## config.mk

```make
export PLATFORM = sky130hd
export DESIGN_NAME = sync_ram_clr
export DESIGN_NICKNAME = d
export VERILOG_FILES = /design/src/rtl/sync_ram_clr.sv
export SDC_FILE = /design/constraint.sdc
export NUM_CORES = 1
export LEC_CHECK = 0
export CAP_MARGIN = 20
export CORE_UTILIZATION = 53
export CTS_BUF_LIST = sky130_fd_sc_hd__clkbuf_4
export CTS_CLUSTER_DIAMETER = 120
export DETAILED_ROUTE_END_ITERATION = 16
export PLACE_DENSITY = 0.82
export SLEW_MARGIN = 0
export SYNTH_ARGS = -nofsm -noshare
export SYNTH_HDL_FRONTEND = slang
export SYNTH_SLANG_ARGS = --single-unit
export TNS_END_PERCENT = 1
```

## constraint.sdc

```tcl
create_clock -name i_clk -period 2.25 [get_ports i_clk]
set_input_delay 0.225 -clock i_clk [delete_from_list [all_inputs] [get_ports i_clk]]
set_output_delay 0.225 -clock i_clk [all_outputs]
set_load 0.02 [all_outputs]
```

## src/rtl/sync_ram_clr.sv

```systemverilog
// rtl/sync_ram_clr.sv - single-port synchronous RAM with registered read and clear sweep
// Optional write-first bypass on same-cycle write+read: SYNC_RAM_CLR_WRITE_FIRST_EN.
module sync_ram_clr #(
  parameter int DATA_W = 4,
  parameter int ADDR_W = 2
) (
  input  logic              i_clk,
  input  logic              i_rst,
  input  logic              i_we,
  input  logic              i_re,
  input  logic [ADDR_W-1:0] i_addr,
  input  logic [DATA_W-1:0] i_data_in,
  input  logic              i_clr,
  output logic [DATA_W-1:0] o_data_out,
  output logic              o_rd_valid,
  output logic              o_busy
);

  localparam int DEPTH = 2 ** ADDR_W;

  localparam logic S_IDLE  = 1'b0;
  localparam logic S_CLEAR = 1'b1;

  logic              r_state;
  logic [ADDR_W-1:0] r_ptr;
  logic [DATA_W-1:0] r_mem [DEPTH];
  logic [DATA_W-1:0] r_data_out;
  logic              r_rd_valid;

  logic              w_idle;
  logic              w_wr;
  logic              w_rd;
  logic              w_sweep;
  logic              w_last;
  logic [DATA_W-1:0] w_rd_data;

  // clr overrides everything, so accesses are only honoured in IDLE with no clr.
  assign w_idle  = (r_state == S_IDLE);
  assign w_wr    = w_idle & ~i_clr & i_we;
  assign w_rd    = w_idle & ~i_clr & i_re;
  assign w_sweep = (r_state == S_CLEAR) & ~i_clr;
  assign w_last  = (r_ptr == {ADDR_W{1'b1}});

`ifdef SYNC_RAM_CLR_WRITE_FIRST_EN
  assign w_rd_data = w_wr ? i_data_in : r_mem[i_addr];
`else
  assign w_rd_data = r_mem[i_addr];
`endif

  always_ff @(posedge i_clk or posedge i_rst) begin
    if (i_rst) begin
      r_state    <= S_CLEAR;
      r_ptr      <= '0;
      r_data_out <= '0;
      r_rd_valid <= 1'b0;
    end else if (i_clr) begin
      r_state    <= S_CLEAR;
      r_ptr      <= '0;
      r_rd_valid <= 1'b0;
    end else if (r_state == S_CLEAR) begin
      r_ptr      <= r_ptr + ADDR_W'(1);
      r_rd_valid <= 1'b0;
      if (w_last) begin
        r_state <= S_IDLE;
      end
    end else begin
      r_rd_valid <= w_rd;
      if (w_rd) begin
        r_data_out <= w_rd_data;
      end
    end
  end

  // The array has no reset; the sweep that follows reset zeroes it.
  always_ff @(posedge i_clk) begin
    if (w_sweep) begin
      r_mem[r_ptr] <= '0;
    end else if (w_wr) begin
      r_mem[i_addr] <= i_data_in;
    end
  end

  assign o_data_out = r_data_out;
  assign o_rd_valid = r_rd_valid;
  assign o_busy     = (r_state == S_CLEAR);

endmodule

```

* Word level (Yosys, flattened, before mapping)
Memory sizes are Yosys's and may differ from the RTL's. A register that Yosys moved wholly into a read port is not among the register bits.
Cells that the tools add are included.
** Storage, ports and cells
- Output and inout bits :: 6
- Memories :: 1
- Bits in writable memories :: 16
- Logic and storage cells :: 30
- Flip-flop bits (word level) :: 4
- Input bits :: 11
** Memories
- r_mem :: words 4, width 4, rd ports 1, clocked after memory_dff 1, wr ports 1, line 26 : logic [DATA_W-1:0] r_mem [DEPTH];
** Cells by class
- Equal/unequal tests :: 1
- Multiplexer cells :: 15
- Reductions and logical operators :: 3
- Bitwise operators :: 6
- Add/subtract/negate cells :: 1
** Operators by type and width (count)
- $mux 1 :: 11
- $mux 2 :: 3
- $and 1x1->1 :: 4
- $mux 4 :: 1
- $reduce_or 4->1 :: 1
- $reduce_and 3->1 :: 1
- $add 2x1->2 const B :: 1
- $eq 2x2->1 const B :: 1
- $not 1->1 :: 2
- $reduce_bool 2->1 :: 1

* Longest topological paths before layout
Gate-level depths: netlist of run 1.
- Word-level depth :: 8
- Depth in mapped cells :: 4
- Mapped depth without buffers :: 3

* Worst setup path before layout of run 1
No wires, ideal clock.
- Kind :: reg2reg
- From :: reg r_state (netlist: o_busy)
- To :: mem r_mem[0][0], enable pin
- Data required time :: 1883 ps
- Setup slack :: 384 ps
- Setup time :: 367 ps
- Arrival :: 1499 ps
- Buffers on the path :: 1
- Cell stages (with the launch flop) :: 5
- Period minus slack after synthesis :: 1866 ps
- Path through :: dfstp_2 buf_2 nor3b_4 mux2i_1 nor3b_1
** Between the ends
- Word-level cells in the longest chain between the ends :: 8
- Elaborated cells between the ends (all ways) :: 12
- Those cells by class :: mux (7); bitwise (4); reduce/logical (1)
** RTL lines
- from (decl) :: line 24 : logic r_state;
- from (signal assigned) :: line 52 : r_state <= S_CLEAR;
- from (signal assigned) :: line 57 : r_state <= S_CLEAR;
- from (signal assigned) :: line 64 : r_state <= S_IDLE;
- $not 1->1 (no line)
- $and 1x1->1 (2 in a row) :: line 39 : assign w_wr = w_idle & ~i_clr & i_we;
- $mux 1 :: line 78 : end else if (w_wr) begin
- $mux 1 :: line 76 : if (w_sweep) begin
- $mux 1 (not written as such) :: line 79 : r_mem[i_addr] <= i_data_in;
- $reduce_or 4->1 (no line)
- $mux 2 (no line) / $mux 1 (equally long branches)
- to (decl) :: line 26
Several ways; a longest one is shown, not always the timed one.

* Worst setup path in the final report of run 1
- From :: reg r_state (netlist: o_busy)
- To :: out o_busy
** RTL lines
- to (decl) :: line 16 : output logic o_busy
No word-level cell between the ends.

==> metrics.yaml, run 1 <==
drt:
  via_count: 549
  ant_nets: 0
  wl_per_cell_um: 14.6
  remaining_drc_errors: 0
  drt_iter0_drc: 1
  viasPerCell: 5.08
  wl_um: 1580
  firstDrtPassIters: 3
setup_path:
  r2r_cells: 4
  critical-path-max-stage-delay_ns: 0.67
  end_kind: "output pin"
  crit_end: "o_busy"
  worstReg2RegEnd: "r_mem[0][0]$_DFFE_PP_"
  crit_buf_inv: 1
  critPathTopFamily: "flip-flops"
  crit_cells: 1
  arrival_ns: 1.64
  critPathLaunchType: "register"
  crit_start: "o_busy$_DFF_PP1_"
  critical_path_class: "register to output pin"
  path_cells: "clkdlybuf4s50_1"
  r2r_slack_ns: 0.52
  crit_fanout: 10
  cp_data_required_time_ns: 2.03
  crit_slowest_cell: "dfstp_2"
  reg2reg_from: "o_busy$_DFF_PP1_"
place:
  io_buffer_count: 16
  dpl_worst_slack_ns: 0.228
  gp_congestion: 0.757
  dp_hpwl_um: 1200
cts:
  root_buffer: "clkbuf_4"
  hold_buffers: 0
  cts_setup_buffers: 0
  clk_latency_ns: 0.33
  htreeDepth: 1
  clk_path_buf_depth: 2
  cts_sinks: 24
  clk_pin_slew_ns: 0.12
  ctsResizeCount: 0
  cts_tree: "done"
  numCtsBuffers: 3
timing:
  fmax_mhz: 537
  rsz0062_at_grt: "false"
  setup_viol: 0
  finalWorstSetupSlack_ns: 0.389
  fin_setup_tns_ns: 0
  period_minus_slack_ns: 1.86
  maxSlewHeadroom: 0.698
  fin_crit_sh: 0.827
  finalHoldViolations: 0
  slew_violations: 0
  fin_skew_ns: 0.00735
  tightest_slew_ns: 0.452
finish:
  fin_nets: 96
  diodes: 0
  area_growth_pct: 24.9
  layout_common_cells: "clkdlybuf4s50_1, edfxtp_1, dfrtp_1, and2_1"
  drive_above_1_share: 0.217
synthesis:
  synth.avg_cell_area_um2: 16.3
  yosysTopAreaCellShare: 0.474
  synth_area_leaders: "edfxtp_1, dfrtp_1, mux4_2"
  synth_enable_flop_cells: 16
  ys_async_sr_fraction: 0.333
  yosysSeqAreaShare: 0.673
  syn_area_um2: 1010
  syn_inst: 62
  ys_ff_latch: 24
  syn_nets: 74
  ys_warn_count: 0
  ys_types: 21
  synthFlopType: "edfxtp_1"
  yosys.area.top_type: "edfxtp_1"
die:
  die_area_um2: 2090
  io_pins: 17
  start_util: 0.574
  core_um2: 1760
  fp.dieH_um: 45.7
  row_count: 15
  die_w_um: 45.7
global_route:
  grt_antenna_before_repair: 0
  grt_util_all_layers: 0.184
  grt_max_degree: 15
  overflow: 0
  grt_first_pass_wirelength_um: 2470
  grt_pass1_vias: 542
pwr:
  power_density_nw_per_um2: 921
  peakVddDrop_v: 0.000760
  leakagePower_uw: 0.000490
flow_run:
  cap_violations: 0
min_path:
  hp-class: "input pin to async pin"
status:
  status: "finished clean"
==> cell families (layout without fill, tap and decap cells) <==
logic type | Yosys count | after routing | synth area share
simple gates | 17 | 17 | 0.104
mux | 10 | 10 | 0.153
xor+xnor | 1 | 1 | 0.00864
flops | 24 | 24 | 0.673
fa+ha+maj | 1 | 1 | 0.0123
buf+inv | 6 | 27 | 0.0321
compound gates | 3 | 3 | 0.0173
==> where the power goes <==
part | internal, uW | leakage (uW) | switching, uW
clock | 181 | 0.0000279 | 128
sequential | 545 | 0.000250 | 38.8
combinational | 151 | 0.000212 | 121
total | 877 | 0.000490 | 289
==> metal layers <==
layer / track usage / vias up / wire length, um
met5: 0 / - / 0
met2: 0.289 / 18 / 798
met3: 0.0714 / 6 / 74
li1: - / 268 / -
met4: 0.100 / 0 / 42
met1: 0.217 / 257 / 667
==> synthesized netlist by cell type (2+ instances only) <==
master,instances
buf_2,2
mux4_2,4
dfrtp_1,7
mux2i_1,2
nor2_1,4
nand2_1,2
nor2b_1,2
mux2_2,4
edfxtp_1,16
inv_1,3
a21oi_1,2
and2_1,5
==> layout make-up <==
cell class	count	area [um2]
Clock buffer	3	22.5
Clock inverter	1	30.0
Fill cell	136	498
Inverter	3	11.3
Multi-Input combinational cell	32	299
Sequential cell	24	682
Tap cell	25	31.3
Timing Repair Buffer	20	190
==> worst min path at each step <==
stage	startpoint	endpoint	slack, ns
2_1_floorplan	i_rst	o_data_out[0]$_DFFE_PP0P_	0.04
3_3_place_gp	i_rst	o_data_out[1]$_DFFE_PP0P_	0.49
3_5_place_dp	i_rst	o_rd_valid$_DFF_PP0_	0.48
4_1_cts	i_rst	o_data_out[2]$_DFFE_PP0P_	0.12
6_report	i_rst	o_data_out[2]$_DFFE_PP0P_	0.12
5_1_grt	i_rst	o_rd_valid$_DFF_PP0_	0.14
==> registers in the layout, indices dropped and copies added (netlist names) <==
signal      flops
o_data_out      4
o_rd_valid      1
r_ptr           2
o_busy          1
r_mem          16
==> metrics by stage <==
step / util / cells / instance area [um2] / power [uW] / hold slack [ns]
after floorplan: - / 62 / 1010 / 739 / 0.0399
after global placement: 0.688 / 104 / 1210 / 861 / 0.487
after detailed placement: 0.688 / 104 / 1210 / 868 / 0.477
after CTS: 0.718 / 108 / 1270 / 1180 / 0.121
after global routing: 0.718 / 108 / 1270 / 1220 / 0.143
final: 0.718 / 108 / 1270 / 1170 / 0.118
Power figures use the tool's default switching activity.
==> run 2, diff against run 1 <==
Settings changed: CORE_UTILIZATION 53 to 48, PLACE_DENSITY 0.82 to 0.78.
Clock period 2.25 ns to 1.7 ns, I/O delays scaled along.
==> run 2 against run 1 <==
Critical endpoint is now r_mem[0][1]$_DFFE_PP_. Die area grew 9.9%. Critical path type is now register to register. Non-clock buffer count rose by 3. Critical path depth increased by 2.
==> metrics.yaml, run 2 (same netlist as run 1, synthesis figures left out) <==
cts:
  clk_pin_slew_ns: 0.14  # +0.02 ns
  clk_path_buf_depth: 2  # unchanged
  clk_latency_ns: 0.31  # -0.02 ns
  ctsResizeCount: 1  # +1
  numCtsBuffers: 3  # unchanged
  cts_sinks: 24  # unchanged
  cts_tree: "done"
  root_buffer: "clkbuf_4"
  htreeDepth: 1  # unchanged
  cts_setup_buffers: 0  # unchanged
  hold_buffers: 0  # unchanged
pwr:
  p_clk_frac: 0.260  # -0.005
  p_sw_frac: 0.250  # +0.00225
  pwr-share-seq: 0.494  # -0.007
  p_int_uw: 1170  # +33%
  p_sw_uw: 389  # +35%
  combinationalPowerShare: 0.246  # +0.012
  power_density_nw_per_um2: 1190  # +30%
  peakVddDrop_v: 0.000886  # +17%
  leakagePower_uw: 0.000508  # +3.8%
global_route:
  grt_util_all_layers: 0.180  # -0.00409
  overflow: 0  # unchanged
  grt_max_degree: 15  # unchanged
  grt_pass1_vias: 562  # +3.7%
  grt_antenna_before_repair: 0  # unchanged
  grt_first_pass_wirelength_um: 2690  # +8.9%
timing:
  maxSlewHeadroom: 0.757  # +0.0589
  setup_viol: 0  # unchanged
  hold_slack_ns: 0.0825  # -0.0352 ns
  period_minus_slack_ns: 1.57
  slew_violations: 0  # unchanged
  fin_skew_ns: 0.00987  # +0.00252 ns
  fin_setup_tns_ns: 0  # unchanged
  tightest_slew_ns: 0.363  # -0.0885 ns
  fin_crit_sh: 0.926
  finalHoldViolations: 0  # unchanged
  fmax_mhz: 635
  rsz0062_at_grt: "true"
  finalWorstSetupSlack_ns: 0.126  # -0.264 ns
die:
  start_util: 0.511  # -0.0631
  die_area_um2: 2300  # +9.9%
  io_pins: 17  # unchanged
  row_count: 16  # +1
  die_w_um: 48.0  # +4.9%
  fp.dieH_um: 48.0  # +4.9%
  core_um2: 1980  # +12%
setup_path:
  end_kind: "register"
  cp_data_required_time_ns: 1.70  # -0.33 ns
  critical_path_class: "register to register"
  r2r_cells: 3  # -1
  worstReg2RegEnd: "r_mem[0][1]$_DFFE_PP_"
  crit_fanout: 5  # -5
  critPathLaunchType: "register"
  arrival_ns: 1.58  # -0.06 ns
  reg2reg_from: "o_busy$_DFF_PP1_"
  r2r_slack_ns: 0.13  # -0.39 ns
finish:
  largest-register: "r_mem"
  fin_nets: 99  # +3.1%
  largest_reg_flops: 16  # unchanged
  final_common_cell: "edfxtp_1"
  drive_above_1_share: 0.267  # +0.0506
  area_growth_pct: 28.8
  post-route-util: 0.658  # -0.0593
  layout_common_cells: "edfxtp_1, clkdlybuf4s50_1, dfrtp_1, buf_4, and2_1"
  diodes: 0  # unchanged
drt:
  wl_um: 1730  # +9.2%
  via_count: 585  # +6.6%
  ant_nets: 0  # unchanged
  drt_iter0_drc: 7  # +6
  wl_per_cell_um: 15.3  # +4.3%
  firstDrtPassIters: 4  # +1
  viasPerCell: 5.18  # +1.8%
  remaining_drc_errors: 0  # unchanged
flow_run:
  cap_violations: 0  # unchanged
place:
  dpl_worst_slack_ns: -0.268  # -0.497 ns
  dp_hpwl_um: 1370  # +14%
  gp_congestion: 0.736  # -2.8%
  io_buffer_count: 16  # unchanged
status:
  status: "finished clean"
min_path:
  hp-class: "input pin to async pin"
## run 2: changes by cell type in the layout (fill, tap and decap cells not counted), sizes merged
| cell | before | now |
|---|---|---|
| dlygate4sd2 | 0 | 1 |
| clkdlybuf4s50 | 16 | 15 |
| buf | 4 | 7 |
## run 2: final cells by class
type | instances | area (um2)
Fill cell | 151 | 677
Multi-Input combinational cell | 32 | 314
Clock buffer | 3 | 22.5
Timing Repair Buffer | 23 | 211
Tap cell | 27 | 33.8
Inverter | 3 | 11.3
Clock inverter | 1 | 30.0
Sequential cell | 24 | 682
## run 2: how the worst max path moves through the flow
stage	start	endpoint	slack, ns	cells after the start
after floorplan	o_busy$_DFF_PP1_	r_mem[1][0]$_DFFE_PP_	-0.04	4
after global placement	i_we	r_mem[0][2]$_DFFE_PP_	-0.18	4
after detailed placement	i_we	r_mem[0][0]$_DFFE_PP_	-0.27	4
after CTS	o_busy$_DFF_PP1_	r_mem[0][1]$_DFFE_PP_	0.04	3
after global routing	o_busy$_DFF_PP1_	r_mem[0][1]$_DFFE_PP_	-0.01	3
final	o_busy$_DFF_PP1_	r_mem[0][1]$_DFFE_PP_	0.13	3
## run 2: through the flow
step                      power (uW)  instance area (um2)  instances
final                           1560                 1310        113
after CTS                       1560                 1290        113
after floorplan                  982                 1020         62
after global routing            1630                 1310        113
after global placement          1140                 1240        109
after detailed placement        1160                 1240        109
## run 2: worst max-delay path, stage by stage, from the launching register on
cell and delay, ns:
dfstp_2 0.42, nor3b_4 0.22, mux2i_2 0.31, nor3b_4 0.33
## run 2: per-layer routing
layer | routed length (um) | up-vias | global-route usage
met2 | 918 | 17 | 0.292
met3 | 52 | 4 | 0.0340
met1 | 731 | 291 | 0.248
met5 | 0 | - | 0
met4 | 25 | 0 | 0.0500
li1 | - | 273 | -
## run 2: power by group through the flow
stage                     combinational (uW)  clock (uW)  sequential [uW]
final                                    382         406              769
after global placement                   367           0              777
after global routing                     417         435              780
after floorplan                          151           0              831
after CTS                                377         409              769
after detailed placement                 379           0              783
==> run 3, diff against run 2 <==
Settings changed: CORE_ASPECT_RATIO set to 1.75, CORE_UTILIZATION 48 to 35, HOLD_SLACK_MARGIN set to 0.12, PLACE_DENSITY 0.78 to 0.61.
==> run 3 against run 2 <==
Via count shrank 3.2%. Critical path depth increased by 1. Combinational power is essentially flat. Count of clock-buffer cells in the layout did not move. Clock power is 2% higher. First-iteration DRC count rose to 2.6 times the previous value. Utilization decreased by 17 points. Design area increased by 2.6%. Die area grew 36%. Sequential share of layout area is 1.3 points lower.
==> metrics.yaml, run 3 (same netlist as run 1, synthesis figures left out) <==
drt:
  ant_nets: 0  # unchanged
  via_count: 566  # -3.2%
  wl_um: 1590  # -7.9%
  remaining_drc_errors: 0  # unchanged
  wl_per_cell_um: 13.5  # -12%
  drt_iter0_drc: 18  # +11
  firstDrtPassIters: 3  # -1
  viasPerCell: 4.80  # -7.3%
setup_path:
  end_kind: "register"
  critPathTopFamily: "simple AND/OR/NAND/NOR gates"
  reg2reg_from: "o_busy$_DFF_PP1_"
  critPathLaunchType: "register"
  r2r_slack_ns: 0.08  # -0.05 ns
  worstReg2RegEnd: "r_mem[0][0]$_DFFE_PP_"
  path_cells: "nor3b_4, mux2i_2, nor3b_2, buf_4"
  crit_fanout: 8  # +3
  crit_end: "r_mem[0][0]$_DFFE_PP_"
  crit_cells: 4  # +1
  arrival_ns: 1.68  # +0.10 ns
  critical-path-max-stage-delay_ns: 0.44  # +0.02 ns
  critical_path_class: "register to register"
  crit_buf_inv: 1  # +1
  cp_data_required_time_ns: 1.76  # +0.06 ns
  r2r_cells: 4  # +1
  crit_start: "o_busy$_DFF_PP1_"
  crit_slowest_cell: "dfstp_2"
finish:
  area_growth_pct: 32.1
  largest-register: "r_mem"
  register_area_um2: 682  # unchanged
  layout_common_cells: "edfxtp_1, clkdlybuf4s50_1, buf_4, dfrtp_1, and2_1"
  drive_above_1_share: 0.297  # +0.0293
  diodes: 0  # unchanged
  multiInputGateArea_um2: 308  # -2.0%
  largest_reg_flops: 16  # unchanged
  fillers: 246  # +63%
  final_common_cell: "edfxtp_1"
  fin_nets: 104  # +5.1%
status:
  status: "finished clean"
place:
  dp_hpwl_um: 1240  # -9.6%
  gp_congestion: 0.703  # -4.5%
  io_buffer_count: 16  # unchanged
  dpl_worst_slack_ns: -0.165  # +0.103 ns
min_path:
  hp-class: "input pin to register"
  holdPathStages: 3
die:
  row_count: 25  # +9
  io_pins: 17  # unchanged
  start_util: 0.372  # -0.139
  die_w_um: 42.7  # -11%
  die_area_um2: 3120  # +36%
  fp.dieH_um: 73.2  # +53%
  core_um2: 2720  # +37%
global_route:
  grt_pass1_vias: 537  # -4.4%
  overflow: 0  # unchanged
  grt_antenna_before_repair: 0  # unchanged
  grt_first_pass_wirelength_um: 2500  # -7.2%
  grt_max_degree: 15  # unchanged
  grt_util_all_layers: 0.111  # -0.0687
timing:
  rsz0062_at_grt: "false"
  setup_viol: 0  # unchanged
  tightest_slew_ns: 0.319  # -0.0443 ns
  period_minus_slack_ns: 1.62  # +0.0462 ns
  finalHoldViolations: 0  # unchanged
  hold_slack_ns: 0.509  # +0.427 ns
  fin_crit_sh: 0.953  # +0.0272
  fin_skew_ns: 0.00256  # -0.00731 ns
  slew_violations: 0  # unchanged
  fmax_mhz: 617  # -2.9%
  finalWorstSetupSlack_ns: 0.0796  # -0.0462 ns
  maxSlewHeadroom: 0.787  # +0.0300
cts:
  cts_sinks: 24  # unchanged
  clk_latency_ns: 0.32  # about the same
  numCtsBuffers: 3  # unchanged
  htreeDepth: 1  # unchanged
  cts_tree: "done"
  root_buffer: "clkbuf_4"
  clk_pin_slew_ns: 0.13  # about the same
  clk_path_buf_depth: 2  # unchanged
pwr:
  peakVddDrop_v: 0.000598  # -33%
  finalPower_uw: 1570  # +0.49%
  power_density_nw_per_um2: 1170  # -2.0%
  leakagePower_uw: 0.000529  # +4.1%
flow_run:
  cap_violations: 0  # unchanged
==> run 3: changes by cell type in the layout (fill, tap and decap cells not counted) <==
cell           before  now
nor3b_4             2    1
dlygate4sd3_1       0    1
buf_4               7   11
nor3b_2             0    1
==> run 3: timing repair <==
| action | in CTS | in global routing |
|---|---|---|
| pin swaps | 0 | 1 |
| gates resized for setup | 1 | 1 |
| hold buffers | 1 | 0 |
| endpoints found under the setup margin | 1 | 4 |
| buffers inserted | 0 | 3 |
| cloned | 0 | 0 |
| hold endpoints to repair | 7 | 0 |
==> run 3: routing by layer <==
layer,wire [um],vias up,global-route usage
met5,0,-,0
met4,47,0,0.0729
met3,52,5,0.0149
met2,917,14,0.199
met1,573,268,0.117
li1,-,279,-
==> run 3: worst min-delay path by stage <==
stage | startpoint | endpoint | slack, ns
5_1_grt | i_re | o_rd_valid$_DFF_PP0_ | 0.55
3_5_place_dp | i_rst | o_data_out[0]$_DFFE_PP0P_ | 0.44
6_report | i_re | o_rd_valid$_DFF_PP0_ | 0.51
2_1_floorplan | i_rst | o_data_out[0]$_DFFE_PP0P_ | -0.02
3_3_place_gp | i_rst | o_data_out[0]$_DFFE_PP0P_ | 0.44
4_1_cts | o_data_out[0]$_DFFE_PP0P_ | o_data_out[0]$_DFFE_PP0P_ | 0.53
==> run 3: stage by stage <==
step / instances / area (um2) / setup TNS, ns / util
2_1_floorplan: 62 / 1020 / -0.187 / -
3_3_place_gp: 110 / 1250 / -0.697 / 0.460
3_5_place_dp: 110 / 1250 / -1.21 / 0.460
4_1_cts: 115 / 1310 / 0 / 0.482
5_1_grt: 118 / 1340 / 0 / 0.492
6_report: 118 / 1340 / 0 / 0.492
==> run 3: where the power goes <==
group / switching [uW] / leakage (uW) / internal, uW
logic: 166 / 0.000252 / 219
registers: 45.9 / 0.000250 / 721
clock network: 174 / 0.0000279 / 239
total: 386 / 0.000529 / 1180
==> run 3: area by class of cell <==
cell class                      instances  area share
Multi-Input combinational cell         32       0.230
Sequential cell                        24       0.509
Timing Repair Buffer                   28       0.188
Clock buffer                            3      0.0168
Clock inverter                          1      0.0224
Tap cell                               27      0.0252
Inverter                                3     0.00841
==> run 3: worst register-to-register path: cells and delay by family, from the launching register on <==
family                 cells  cell delay (ns)
and+or+nand+nor            2             0.46
buffers and inverters      1             0.15
DFF                        1             0.44
muxes                      1             0.31
